<file path="config.mk">
export PLATFORM = sky130hd
export DESIGN_NAME = wb_rr_arbiter
export DESIGN_NICKNAME = d
export VERILOG_FILES = /design/src/rtl/wb_rr_arbiter.sv
export SDC_FILE = /design/constraint.sdc
export NUM_CORES = 1
export LEC_CHECK = 0
export ABC_AREA = 1
export CELL_PAD_IN_SITES_DETAIL_PLACEMENT = 1
export CELL_PAD_IN_SITES_GLOBAL_PLACEMENT = 1
export CORE_AREA = 2 2 151 153
export CTS_CLUSTER_SIZE = 40
export DETAILED_ROUTE_END_ITERATION = 7
export DIE_AREA = 0 0 153 155
export PLACE_DENSITY_LB_ADDON = 0.1
export SYNTH_ARGS = -nofsm -noshare
export SYNTH_HDL_FRONTEND = slang
export SYNTH_SLANG_ARGS = --single-unit
</file>
<file path="constraint.sdc">
create_clock -name wb_clk_i -period 3.2 [get_ports wb_clk_i]
set_clock_uncertainty 0.15 [all_clocks]
set_input_delay 0.48 -clock wb_clk_i [delete_from_list [all_inputs] [get_ports wb_clk_i]]
set_output_delay 0.48 -clock wb_clk_i [all_outputs]
set_load 0.05 [all_outputs]
</file>
<file path="src/rtl/wb_rr_arbiter.sv">
// Round-robin Wishbone B3 arbiter: NUM_MASTERS masters share one slave port.
// Latency: grant registered 1 cycle after cyc; request and response paths are combinational while granted.
// Backpressure: grant held for the whole cyc; unanswered strobes are aborted with err after TIMEOUT cycles.
module wb_rr_arbiter #(
    parameter int NUM_MASTERS = 3,
    parameter int AW          = 32,
    parameter int DW          = 32,
    parameter int TIMEOUT     = 255
) (
    input  logic                          wb_clk_i,
    input  logic                          wb_rst_i,
    input  logic [NUM_MASTERS*AW-1:0]     wbm_adr_i,
    input  logic [NUM_MASTERS*DW-1:0]     wbm_dat_i,
    input  logic [NUM_MASTERS*(DW/8)-1:0] wbm_sel_i,
    input  logic [NUM_MASTERS-1:0]        wbm_we_i,
    input  logic [NUM_MASTERS-1:0]        wbm_cyc_i,
    input  logic [NUM_MASTERS-1:0]        wbm_stb_i,
    input  logic [NUM_MASTERS*3-1:0]      wbm_cti_i,
    input  logic [NUM_MASTERS*2-1:0]      wbm_bte_i,
    output logic [DW-1:0]                 wbm_dat_o,
    output logic [NUM_MASTERS-1:0]        wbm_ack_o,
    output logic [NUM_MASTERS-1:0]        wbm_err_o,
    output logic [NUM_MASTERS-1:0]        wbm_rty_o,
    output logic [AW-1:0]                 wbs_adr_o,
    output logic [DW-1:0]                 wbs_dat_o,
    output logic [DW/8-1:0]               wbs_sel_o,
    output logic                          wbs_we_o,
    output logic                          wbs_cyc_o,
    output logic                          wbs_stb_o,
    output logic [2:0]                    wbs_cti_o,
    output logic [1:0]                    wbs_bte_o,
    input  logic [DW-1:0]                 wbs_dat_i,
    input  logic                          wbs_ack_i,
    input  logic                          wbs_err_i,
    input  logic                          wbs_rty_i,
    output logic [NUM_MASTERS-1:0]        grant_o
);
    localparam int IW = $clog2(NUM_MASTERS);
    localparam int SW = DW / 8;
    localparam int CW = $clog2(TIMEOUT + 1);

    typedef enum logic [1:0] {S_IDLE, S_BUSY, S_ABORT} state_t;

    state_t                 r_state, w_state_nxt;
    logic [IW-1:0]          r_gidx, w_gidx_nxt;
    logic [IW-1:0]          r_last, w_last_nxt;
    logic [NUM_MASTERS-1:0] r_grant, w_grant_nxt;
    logic [CW-1:0]          r_cnt, w_cnt_nxt;
    logic [IW-1:0]          w_win;
    logic                   w_busy, w_resp;
    logic                   w_cyc_g, w_stb_g, w_we_g;
    logic [AW-1:0]          w_adr_g;
    logic [DW-1:0]          w_dat_g;
    logic [SW-1:0]          w_sel_g;
    logic [2:0]             w_cti_g;
    logic [1:0]             w_bte_g;

    // First requester after 'last' in rotating order; scanned backwards so the nearest one wins.
    function automatic logic [IW-1:0] f_rr_pick(input logic [IW-1:0] last,
                                                input logic [NUM_MASTERS-1:0] req);
        logic [IW-1:0] pick;
        pick = '0;
        for (int k = NUM_MASTERS; k >= 1; k--) begin
            int idx;
            idx = (int'(last) + k) % NUM_MASTERS;
            if (req[IW'(idx)]) pick = IW'(idx);
        end
        return pick;
    endfunction

    assign w_win  = f_rr_pick(r_last, wbm_cyc_i);
    assign w_busy = (r_state == S_BUSY);
    assign w_resp = wbs_ack_i | wbs_err_i | wbs_rty_i;

    always_comb begin
        w_cyc_g = 1'b0;
        w_stb_g = 1'b0;
        w_we_g  = 1'b0;
        w_adr_g = '0;
        w_dat_g = '0;
        w_sel_g = '0;
        w_cti_g = '0;
        w_bte_g = '0;
        for (int i = 0; i < NUM_MASTERS; i++) begin
            if (r_gidx == IW'(i)) begin
                w_cyc_g = wbm_cyc_i[i];
                w_stb_g = wbm_stb_i[i];
                w_we_g  = wbm_we_i[i];
                w_adr_g = wbm_adr_i[i*AW +: AW];
                w_dat_g = wbm_dat_i[i*DW +: DW];
                w_sel_g = wbm_sel_i[i*SW +: SW];
                w_cti_g = wbm_cti_i[i*3 +: 3];
                w_bte_g = wbm_bte_i[i*2 +: 2];
            end
        end
    end

    assign wbs_cyc_o = w_busy & w_cyc_g;
    assign wbs_stb_o = w_busy & w_cyc_g & w_stb_g;
    assign wbs_we_o  = w_busy & w_we_g;
    assign wbs_adr_o = w_busy ? w_adr_g : '0;
    assign wbs_dat_o = w_busy ? w_dat_g : '0;
    assign wbs_sel_o = w_busy ? w_sel_g : '0;
    assign wbs_cti_o = w_busy ? w_cti_g : '0;
    assign wbs_bte_o = w_busy ? w_bte_g : '0;

    // Responses are suppressed while reset is applied so an interrupted access never completes.
    assign wbm_ack_o = (w_busy && wbs_ack_i && !wb_rst_i) ? r_grant : '0;
    assign wbm_rty_o = (w_busy && wbs_rty_i && !wb_rst_i) ? r_grant : '0;
    assign wbm_err_o = (((w_busy && wbs_err_i) || (r_state == S_ABORT)) && !wb_rst_i) ? r_grant : '0;
    assign wbm_dat_o = wbs_dat_i;
    assign grant_o   = r_grant;

    always_comb begin
        w_state_nxt = r_state;
        w_gidx_nxt  = r_gidx;
        w_last_nxt  = r_last;
        w_grant_nxt = r_grant;
        w_cnt_nxt   = r_cnt;
        case (r_state)
            S_IDLE: begin
                w_cnt_nxt = '0;
                if (|wbm_cyc_i) begin
                    w_gidx_nxt  = w_win;
                    w_grant_nxt = NUM_MASTERS'(1) << w_win;
                    w_state_nxt = S_BUSY;
                end
            end
            S_BUSY: begin
                if (!w_cyc_g) begin
                    w_state_nxt = S_IDLE;
                    w_last_nxt  = r_gidx;
                    w_grant_nxt = '0;
                    w_cnt_nxt   = '0;
                end else if (wbs_stb_o && !w_resp) begin
                    if (r_cnt == CW'(TIMEOUT - 1)) begin
                        w_state_nxt = S_ABORT;
                        w_cnt_nxt   = '0;
                    end else begin
                        w_cnt_nxt = r_cnt + CW'(1);
                    end
                end else begin
                    w_cnt_nxt = '0;
                end
            end
            S_ABORT: begin
                w_cnt_nxt = '0;
                if (w_cyc_g) begin
                    w_state_nxt = S_BUSY;
                end else begin
                    w_state_nxt = S_IDLE;
                    w_last_nxt  = r_gidx;
                    w_grant_nxt = '0;
                end
            end
            default: begin
                w_state_nxt = S_IDLE;
                w_grant_nxt = '0;
                w_cnt_nxt   = '0;
            end
        endcase
    end

    always_ff @(posedge wb_clk_i) begin
        if (wb_rst_i) begin
            r_state <= S_IDLE;
            r_gidx  <= '0;
            r_last  <= IW'(NUM_MASTERS - 1);
            r_grant <= '0;
            r_cnt   <= '0;
        end else begin
            r_state <= w_state_nxt;
            r_gidx  <= w_gidx_nxt;
            r_last  <= w_last_nxt;
            r_grant <= w_grant_nxt;
            r_cnt   <= w_cnt_nxt;
        end
    end
endmodule
</file>
# --- Yosys cells after proc, flatten, opt, wreduce, memory -nomap -nowiden ---
# Index checks and enable logic that the tools add are counted.
# W data, S select, Z words.
word_totals:
  register_bits: 17
  inputBits: 265
  elab_cells: 105
classes:
  addsub: 4
  div_mod_pow: 3
  n_lt_le_gt_ge: 3
  n_eq_ne: 9
  shifts: 1
  muxes: 53
  n_bitwise: 8
  reduce_logical: 19
ops:
  columns: ["cell", "n"]
  rows:
  - ["$mux W32", 8]
  - ["$mod A32 B3 Y32 const B", 3]
  - ["$mux W3", 9]
  - ["$mux W2", 11]
  - ["$mux W1", 16]
  - ["$mux W4", 4]
  - ["$lt A2 B4 Y1 const B", 3]
  - ["$add A8 B1 Y8 const B", 1]
  - ["$eq A8 B8 Y1 const B", 1]
  - ["$logic_and A1 B1 Y1", 7]
  - ["$add A2 B2 Y3 const B", 2]
  - ["$bmux W1 S2", 3]
  - ["$ne A3 B2 Y1 const B", 2]
  - ["$pmux W2 S3", 1]
  - ["$pmux W3 S2", 1]
  - ["$reduce_and A2 Y1", 3]
  - ["$reduce_or A5 Y1", 1]
  - ["$eq A2 B1 Y1 const B", 2]
  - ["$eq A2 B2 Y1 const B", 2]
  - ["$logic_not A2 Y1", 2]
  - ["$ne A2 B2 Y1 const B", 2]
  - ["$add A2 B1 Y3 const B", 1]
  - ["$and A1 B1 Y1", 3]
  - ["$not A1 Y1", 3]
  - ["other kinds (7)", 9]

# --- Depth between registers and ports, before layout ---
# Gate-level depths: netlist (run 1).
depth:
  ltp_word: 11
  mapped_depth: 12
  mapped_depth_nobuf: 12

# --- Worst setup path after synthesis (run 1) ---
# Ideal clock, no wire load.
synth_path:
  path_type: "register to output"
  start: "register r_state[1]"
  end: "output wbm_err_o[0]"
  arrival_ns: 1.539
  required_time_ns: 2.570
  slack_ns: 1.031
  stages_incl_launch_ff: 7
  n_path_buf: 0
  path_cell_list: "dfxtp_1 -> inv_1 -> ha_1 -> inv_1 -> nor2_1 -> a22oi_1 -> nor2_1"
synth_between:
  elab_chain_len: 5
  elab_cells_between_ends: 6
  classes_between: "eq/ne (2); mux (1); reduce/logical (3)"
synth_rtl:
  columns: ["element", "line", "rtl"]
  rows:
  - ["start, declared", "44", "state_t r_state, w_state_nxt;"]
  - ["start signal, assigned", "172", "r_state <= w_state_nxt;"]
  - ["$eq A2 B1 Y1", "72", "assign w_busy = (r_state == S_BUSY);"]
  - ["$logic_and A1 B1 Y1", "110", "assign wbm_err_o = (((w_busy && wbs_err_i) || (r_state == S_ABORT)) && !wb_rst_i) ? r_grant : '0;"]
  - ["$logic_or A1 B1 Y1 (*)", "110", null]
  - ["$logic_and A1 B1 Y1 (*)", "110", null]
  - ["$mux W3 (*)", "110", null]
  - ["end, declared", "22", "output logic [NUM_MASTERS-1:0] wbm_err_o,"]
# Mark *: on every way between the ends. The rest lies on a longest branch, timed or not.

# --- Worst setup path in the final report (run 1) ---
layout_path:
  start: "register r_gidx[1]"
  end: "output wbs_adr_o[18]"
layout_between:
  elab_chain_len: 5
  elab_cells_between_ends: 7
  classes_between: "eq/ne (2); mux (4); reduce/logical (1)"
layout_rtl:
  columns: ["element", "line", "rtl"]
  rows:
  - ["start, declared", "45", "logic [IW-1:0] r_gidx, w_gidx_nxt;"]
  - ["start signal, assigned", "173", "r_gidx <= w_gidx_nxt;"]
  - ["$logic_not A2 Y1", "85", "if (r_gidx == IW'(i)) begin"]
  - ["$mux W32 (2 in series)", "85", null]
  - ["$mux W32 (*)", "85", null]
  - ["$mux W32 (*)", "101", "assign wbs_adr_o = w_busy ? w_adr_g : '0;"]
  - ["end, declared", "24", "output logic [AW-1:0] wbs_adr_o,"]
# Marked as above.

==> summary.txt, run 1 <==
CLOCK NETWORK
--------------------------------------------------------------------------------
Longest Clk Path Bufs .............................................            2
Count of instances resized after the clock tree is built ..........            0
Hold buffers post-CTS .............................................            0
Post-CTS repair timing setup buffer count .........................            0
CTS Root Buffer Type .............................................. sky130_fd_sc_hd__clkbuf_16
Number of CTS-inserted buffers ....................................            3
Clock-pin slew on the worst setup and hold paths ..................        50 ps
H-tree depth ......................................................            1
Sink count of the clock tree ......................................           17
CTS tree ..........................................................        built
Insertion delay of the later-clocked pin in the worst-skew pair ...       250 ps

GRT
--------------------------------------------------------------------------------
Global-route wire length before repair ............................     29900 µm
Largest net degree at the start of global routing .................           47
Total congestion overflow after global routing ....................            0
Global Route Usage Sum ............................................        16.0%
Number of global-route vias before repair .........................         4885
Antenna violations before repair ..................................            0

TIMING
--------------------------------------------------------------------------------
Setup ws final ....................................................       512 ps
Worst-case headroom to the max-slew limit .........................        65.3%
Setup TNS .........................................................         0 ps
Unrepaired setup endpoints after global routing ...................        false
Max Clock Freq ....................................................      372 MHz
Final hold vios ...................................................            0
Slew Viols, Final .................................................            0
Minimum clock period ..............................................      2690 ps
Final Setup Violations ............................................            0
Worst-margin pin slew .............................................       518 ps
Final Cycle Share .................................................        84.0%

CRITICAL PATH
--------------------------------------------------------------------------------
Worst setup slack for register-to-register paths ..................       990 ps
Startpoint Class ..................................................         flop
Termination of the worst setup path ............................... wbs_adr_o[18]
CP endpoint kind ..................................................  output port
Kind of critical path .............................................      reg2out
Worst reg2reg path depth ..........................................           10
CP required .......................................................      2570 ps
Data arrival time at the worst-slack endpoint .....................      2060 ps
Capturing point of the worst reg2reg path .........................   r_state[0]
Source of the worst register-to-register timing path ..............    r_gidx[0]
Worst Setup SP ....................................................    r_gidx[1]
Crit Path Max Fanout ..............................................           16

ROUTING
--------------------------------------------------------------------------------
Detail-routed net length per standard cell ........................      16.2 µm
DR vias ...........................................................         4968
# DRC .............................................................            0
Antenna-violating nets left .......................................            0
1st-pass router iterations ........................................            4
Vias per Instance .................................................         4.02
Initial DRC count .................................................          156
Final Routed Wirelength ...........................................     20000 µm

FINAL LAYOUT
--------------------------------------------------------------------------------
Post-route cell area ..............................................     7120 µm²
Fillers ...........................................................         2817
Fraction of layout cells with a size suffix above 1 ...............        11.1%
Most common library cell in the layout ignoring fill and taps ..... sky130_fd_sc_hd__nand2_1
Count of nets after finishing .....................................         1225
Most frequent cells in the layout ................................. 339 x sky130_fd_sc_hd__nand2_1, 235 x sky130_fd_sc_hd__clkdlybuf4s50_1, 102 x sky130_fd_sc_hd__inv_1
Area Overhead vs Synth ............................................         118%
Fraction of the core area covered by cells at the end of the flow .        32.0%
Number of inserted diodes .........................................            0

STATUS
--------------------------------------------------------------------------------
Status ............................................................ complete, no violations

DIE
--------------------------------------------------------------------------------
Core footprint ....................................................    22200 µm²
Die outline height ................................................       155 µm
Starting density of the core ......................................        14.7%
IO Pins ...........................................................          385
X dimension of the die ............................................       153 µm
Area enclosed by the die boundary .................................    23700 µm²
Placement row count ...............................................           55

YOSYS
--------------------------------------------------------------------------------
Fraction of the yosys area taken by sequential cells ..............        10.4%
Number of instances in the synthesized netlist ....................          681
Ranking of synthesized cells by area .............................. sky130_fd_sc_hd__nand2_1 39%, sky130_fd_sc_hd__nand3_1 14%, sky130_fd_sc_hd__inv_1 12%, sky130_fd_sc_hd__dfxtp_1 10%, sky130_fd_sc_hd__buf_4 7.4%
Count of distinct cell types in the synthesized netlist ...........           23
Per-instance average area after synthesis .........................     4.80 µm²
Count of warnings emitted by yosys ................................            0
Number of synthesized register bits ...............................           17
Netlist Area Pre-Place ............................................     3270 µm²
Post-synthesis net count ..........................................          955
Dominant cell type by area after synthesis ........................ sky130_fd_sc_hd__nand2_1
Area share of the largest cell type after synthesis ...............        39.0%

PLACE
--------------------------------------------------------------------------------
HPWL after detailed placement .....................................     16400 µm
Post-placement worst setup slack ..................................       591 ps
Port Buf Inserts ..................................................          320
Placer Congestion .................................................        0.821
Placed cell area ..................................................     7040 µm²

JOB
--------------------------------------------------------------------------------
Max-cap viol count ................................................            0

POWER
--------------------------------------------------------------------------------
Max rail drop VDD .................................................     0.287 mV
Cell Pwr Density ..................................................   867 nW/µm²
Pleak .............................................................   0.00357 µW

MIN PATH
--------------------------------------------------------------------------------
Path type of the worst min-delay path .............................      reg2reg

how the worst min path moves through the flow:
stage          startpoint        to  cells after the start
6_report         r_cnt[0]  r_cnt[0]                      1
3_3_place_gp     r_cnt[0]  r_cnt[0]                      1
5_1_grt          r_cnt[0]  r_cnt[0]                      1
3_5_place_dp     r_cnt[0]  r_cnt[0]                      1
4_1_cts          r_cnt[0]  r_cnt[0]                      1
2_1_floorplan    r_cnt[0]  r_cnt[0]                      1
worst max-delay path, cell delays in order, from the launching register on:
cell	delay (ps)
sky130_fd_sc_hd__dfxtp_1	450
sky130_fd_sc_hd__inv_1	170
sky130_fd_sc_hd__nor2_4	380
sky130_fd_sc_hd__buf_4	310
sky130_fd_sc_hd__nand2_1	70
sky130_fd_sc_hd__nand3_1	70
sky130_fd_sc_hd__nand2_1	80
sky130_fd_sc_hd__inv_1	120
sky130_fd_sc_hd__buf_12	140
cell usage after synthesis:
| master | number |
|---|---|
| sky130_fd_sc_hd__nand2_1 | 339 |
| sky130_fd_sc_hd__inv_1 | 102 |
| sky130_fd_sc_hd__nand3_1 | 90 |
| sky130_fd_sc_hd__buf_4 | 32 |
| sky130_fd_sc_hd__nor2_1 | 31 |
| sky130_fd_sc_hd__dfxtp_1 | 17 |
| sky130_fd_sc_hd__buf_2 | 15 |
| sky130_fd_sc_hd__clkbuf_1 | 12 |
| sky130_fd_sc_hd__ha_1 | 9 |
| sky130_fd_sc_hd__a21oi_1 | 8 |
| sky130_fd_sc_hd__buf_1 | 5 |
| sky130_fd_sc_hd__o21ai_0 | 4 |
| sky130_fd_sc_hd__xor2_1 | 4 |
| sky130_fd_sc_hd__nand4_1 | 2 |
| sky130_fd_sc_hd__nor3_1 | 2 |
| sky130_fd_sc_hd__xnor2_1 | 2 |
| sky130_fd_sc_hd__a22oi_1 | 1 |
| sky130_fd_sc_hd__a31oi_4 | 1 |
| sky130_fd_sc_hd__inv_2 | 1 |
| sky130_fd_sc_hd__nand3_2 | 1 |
| sky130_fd_sc_hd__nand4_4 | 1 |
| sky130_fd_sc_hd__nor2_2 | 1 |
| sky130_fd_sc_hd__o211ai_1 | 1 |
layout make-up:
class                   instances  area [µm²]  share of cell area, %
multi-input cells             497        2180                   30.7
well taps                     285         357                   5.01
clock buffers                   4        78.8                   1.11
flip-flops and latches         17         340                   4.78
inverters                     103         387                   5.43
repair buffers                329        3770                   53.0
cells by family after synthesis:
group | count (synthesis) | share of synthesized area [%]
AO/OA/AOI/OAI | 15 | 2.95
AND/OR/NAND/NOR | 467 | 58.1
buffers and inverters | 167 | 23.4
flip-flops | 17 | 10.4
adder cells (fa/ha/maj) | 9 | 3.45
XOR/XNOR | 6 | 1.61
state kept, by name, summed over array words and instances (netlist names):
| signal | flops |
|---|---|
| r_cnt | 8 |
| grant_o | 3 |
| r_gidx | 2 |
| r_last | 2 |
| r_state | 2 |
power by group:
part | internal, µW | total, µW | switching [µW]
clock network | 169 | 253 | 83.8
registers | 265 | 328 | 63.5
logic | 2110 | 5590 | 3480
per-layer routing:
metal / up-vias / share of wire (%) / GRT usage [%] / wire length [µm]
met5: - / 0 / 0 / 0
met4: 0 / 0.74 / 1.68 / 148
met3: 20 / 6.5 / 3.40 / 1300
met2: 192 / 51 / 29.4 / 10100
met1: 2219 / 42 / 19.7 / 8410
li1: 2537 / - / - / -
stage by stage:
step	total power, µW	hold WS [ps]	instances
6_report	6170	329	1235
5_1_grt	6690	354	1235
4_1_cts	6320	333	1235
3_5_place_dp	6040	320	1231
3_3_place_gp	6050	300	1231
2_1_floorplan	3710	280	681
Power figures use the tool's default switching activity.
==> run 2: changes to the inputs <==
--- a/config.mk
+++ b/config.mk
@@ -8,10 +8,10 @@
 export ABC_AREA = 1
 export CELL_PAD_IN_SITES_DETAIL_PLACEMENT = 1
 export CELL_PAD_IN_SITES_GLOBAL_PLACEMENT = 1
-export CORE_AREA = 2 2 151 153
+export CORE_MARGIN = 2
+export CORE_UTILIZATION = 15
 export CTS_CLUSTER_SIZE = 40
 export DETAILED_ROUTE_END_ITERATION = 7
-export DIE_AREA = 0 0 153 155
 export PLACE_DENSITY_LB_ADDON = 0.1
 export SYNTH_ARGS = -nofsm -noshare
 export SYNTH_HDL_FRONTEND = slang
==> constraint.sdc (replaced) <==
create_clock -name wb_clk_i -period 2.7 [get_ports wb_clk_i]
set_clock_uncertainty 0.15 [all_clocks]
set_input_delay 0.405 -clock wb_clk_i [delete_from_list [all_inputs] [get_ports wb_clk_i]]
set_output_delay 0.405 -clock wb_clk_i [all_outputs]
set_load 0.05 [all_outputs]
==> run 2 against run 1 <==
- global-route usage up 0.18 points
- register-to-register slack worse by 300 ps
- worst hold slack worse by 17 ps
- non-clock buffer count up 2
==> summary.txt, run 2 (synthesis results as in run 1) <==
STATUS
------------------------------------------------------------------------------
Status .......................................................... complete, no violations

CLOCK NETWORK
------------------------------------------------------------------------------
CTS tree ........................................................        built
Number of CTS-inserted buffers ..................................            3
Insertion delay of the later-clocked pin in the worst-skew pair .       250 ps
Longest Clk Path Bufs ...........................................            2
Sink count of the clock tree ....................................           17
Count of instances resized after the clock tree is built ........            0
Hold buffers post-CTS ...........................................            0
CTS Root Buffer Type ............................................ sky130_fd_sc_hd__clkbuf_16
Post-CTS repair timing setup buffer count .......................            0
H-tree depth ....................................................            1
Clock-pin slew on the worst setup and hold paths ................        50 ps

POWER
------------------------------------------------------------------------------
Sum of internal, switching and leakage power ....................      7990 µW
Max rail drop VDD ...............................................     0.500 mV
Pleak ...........................................................   0.00369 µW
Cell Pwr Density ................................................  1060 nW/µm²

FINAL LAYOUT
------------------------------------------------------------------------------
Area Overhead vs Synth ..........................................         131%
Most common library cell in the layout ignoring fill and taps ... sky130_fd_sc_hd__nand2_1
Register cell area after layout .................................      340 µm²
Filler-free cell count of the finished design ...................         1228
Max reg flops ...................................................            8
Top register by number of flip-flops ............................        r_cnt
Count of nets after finishing ...................................         1227
Fraction of layout cells with a size suffix above 1 .............        11.3%
Fillers .........................................................         2678
Multi-input combinational cell area .............................     2180 µm²
Most frequent cells in the layout ............................... 339 x sky130_fd_sc_hd__nand2_1, 235 x sky130_fd_sc_hd__clkdlybuf4s50_1, 102 x sky130_fd_sc_hd__inv_1

PLACE
------------------------------------------------------------------------------
HPWL after detailed placement ...................................     16800 µm
Instance count after placement with tap cells included ..........         1223
Placer Congestion ...............................................        0.787
Port Buf Inserts ................................................          320

GRT
------------------------------------------------------------------------------
Global-route wire length before repair ..........................     28500 µm
Total congestion overflow after global routing ..................            0
Global Route Usage Sum ..........................................        16.1%
Antenna violations before repair ................................            1
Number of global-route vias before repair .......................         4847
Largest net degree at the start of global routing ...............           65

CRITICAL PATH
------------------------------------------------------------------------------
Data arrival time at the worst-slack endpoint ...................      1920 ps
CP endpoint kind ................................................  output port
Critical path cell sequence ..................................... inv_1, nor2_4, buf_12, nand2_1, nand3_1, nand2_1, inv_1, buf_12
Capturing point of the worst reg2reg path .......................   r_state[1]
CP required .....................................................      2140 ps
Startpoint Class ................................................         flop
Worst setup slack for register-to-register paths ................       690 ps
Worst Setup SP ..................................................    r_gidx[1]
Termination of the worst setup path ............................. wbs_dat_o[6]
Worst reg2reg path depth ........................................            9
Source of the worst register-to-register timing path ............    r_gidx[1]
Largest stage delay, worst path .................................       450 ps
Crit Path Max Fanout ............................................           26
Number of buffer and inverter stages on the critical path .......            4
CP max stage cell ............................................... sky130_fd_sc_hd__dfxtp_1
Number of cells on the critical path ............................            8
Gate family responsible for the most delay along the worst path . buffers and inverters
Kind of critical path ...........................................      reg2out

DIE
------------------------------------------------------------------------------
Area enclosed by the die boundary ...............................    23000 µm²
IO Pins .........................................................          385
Starting density of the core ....................................        15.4%
Core footprint ..................................................    21200 µm²
Die outline height ..............................................       152 µm
X dimension of the die ..........................................       152 µm
Placement row count .............................................           53

ROUTING
------------------------------------------------------------------------------
Antenna-violating nets left .....................................            0
DR vias .........................................................         4918
Initial DRC count ...............................................          108
1st-pass router iterations ......................................            4
Vias per Instance ...............................................         4.00
Detail-routed net length per standard cell ......................      16.6 µm
Final Routed Wirelength .........................................     20400 µm
# DRC ...........................................................            0

TIMING
------------------------------------------------------------------------------
Slew Viols, Final ...............................................            0
Final Cycle Share ...............................................        91.7%
Final Setup Violations ..........................................            0
Setup TNS .......................................................         0 ps
Minimum clock period ............................................      2480 ps
Max Clock Freq ..................................................      404 MHz
Unrepaired setup endpoints after global routing .................        false
Worst-margin pin slew ...........................................       504 ps
Final hold vios .................................................            0
Worst-case headroom to the max-slew limit .......................        66.3%

MIN PATH
------------------------------------------------------------------------------
Path type of the worst min-delay path ...........................      reg2reg

JOB
------------------------------------------------------------------------------
Max-cap viol count ..............................................            0

==> run 2: changes by cell type in the layout (fill, tap and decap cells not counted), sizes merged <==
| cell | delta |
|---|---|
| buf | +2 |
| clkbuf | -1 |
| clkinv | +1 |
| diode | +1 |
==> run 2: per-stage QoR <==
step / setup WS, ps / hold WS [ps] / utilization (%) / cell area [µm²]
after floorplan: 606 / 280 / - / 3270
after global placement: 398 / 298 / 35.2 / 7470
after detailed placement: 382 / 307 / 35.2 / 7470
after CTS: 180 / 321 / 35.6 / 7550
after global routing: 57.0 / 354 / 35.6 / 7550
final: 223 / 312 / 35.6 / 7550
==> run 2: worst reg2reg max path, delay by kind of cell, from the launching register on <==
kind	cells	cell delay (ps)
AND/OR/NAND/NOR	7	1070
flip-flops	1	450
buffers and inverters	1	160
AO/OA/AOI/OAI	1	80
==> run 2: how the worst min path moves through the flow <==
stage | start | end | slack [ps] | depth (start not counted)
global placement | r_cnt[0] | r_cnt[0] | 300 | 1
CTS | r_cnt[0] | r_cnt[0] | 320 | 1
floorplan | r_cnt[0] | r_cnt[0] | 280 | 1
finish | r_cnt[0] | r_cnt[0] | 310 | 1
global route | r_cnt[0] | r_cnt[0] | 350 | 1
detailed placement | r_cnt[0] | r_cnt[0] | 310 | 1
==> run 2: layer usage <==
metal | vias to the layer above | GRT usage, % | share of wire (%)
met1 | 2178 | 19.8 | 41
met4 | 0 | 2.69 | 0.98
met3 | 16 | 3.14 | 7.1
met2 | 183 | 29.6 | 51
met5 | - | 0 | 0
li1 | 2541 | - | -
==> run 2: cell type report <==
class	instances	area share, %
Timing Repair Buffer	331	55.8
Sequential cell	17	4.51
Clock inverter	1	0.0663
Multi-Input combinational cell	497	28.9
Clock buffer	3	0.995
Inverter	103	5.12
Tap cell	275	4.56
Antenna cell	1	0.0332
==> run 2: where the power goes <==
part | internal, µW | total [µW] | leakage, µW | switching [µW]
logic | 3010 | 7310 | 0.00351 | 4300
registers | 314 | 391 | 0.000139 | 77.7
clock network | 198 | 295 | 0.0000409 | 96.5
total | 3520 | 7990 | 0.00369 | 4470
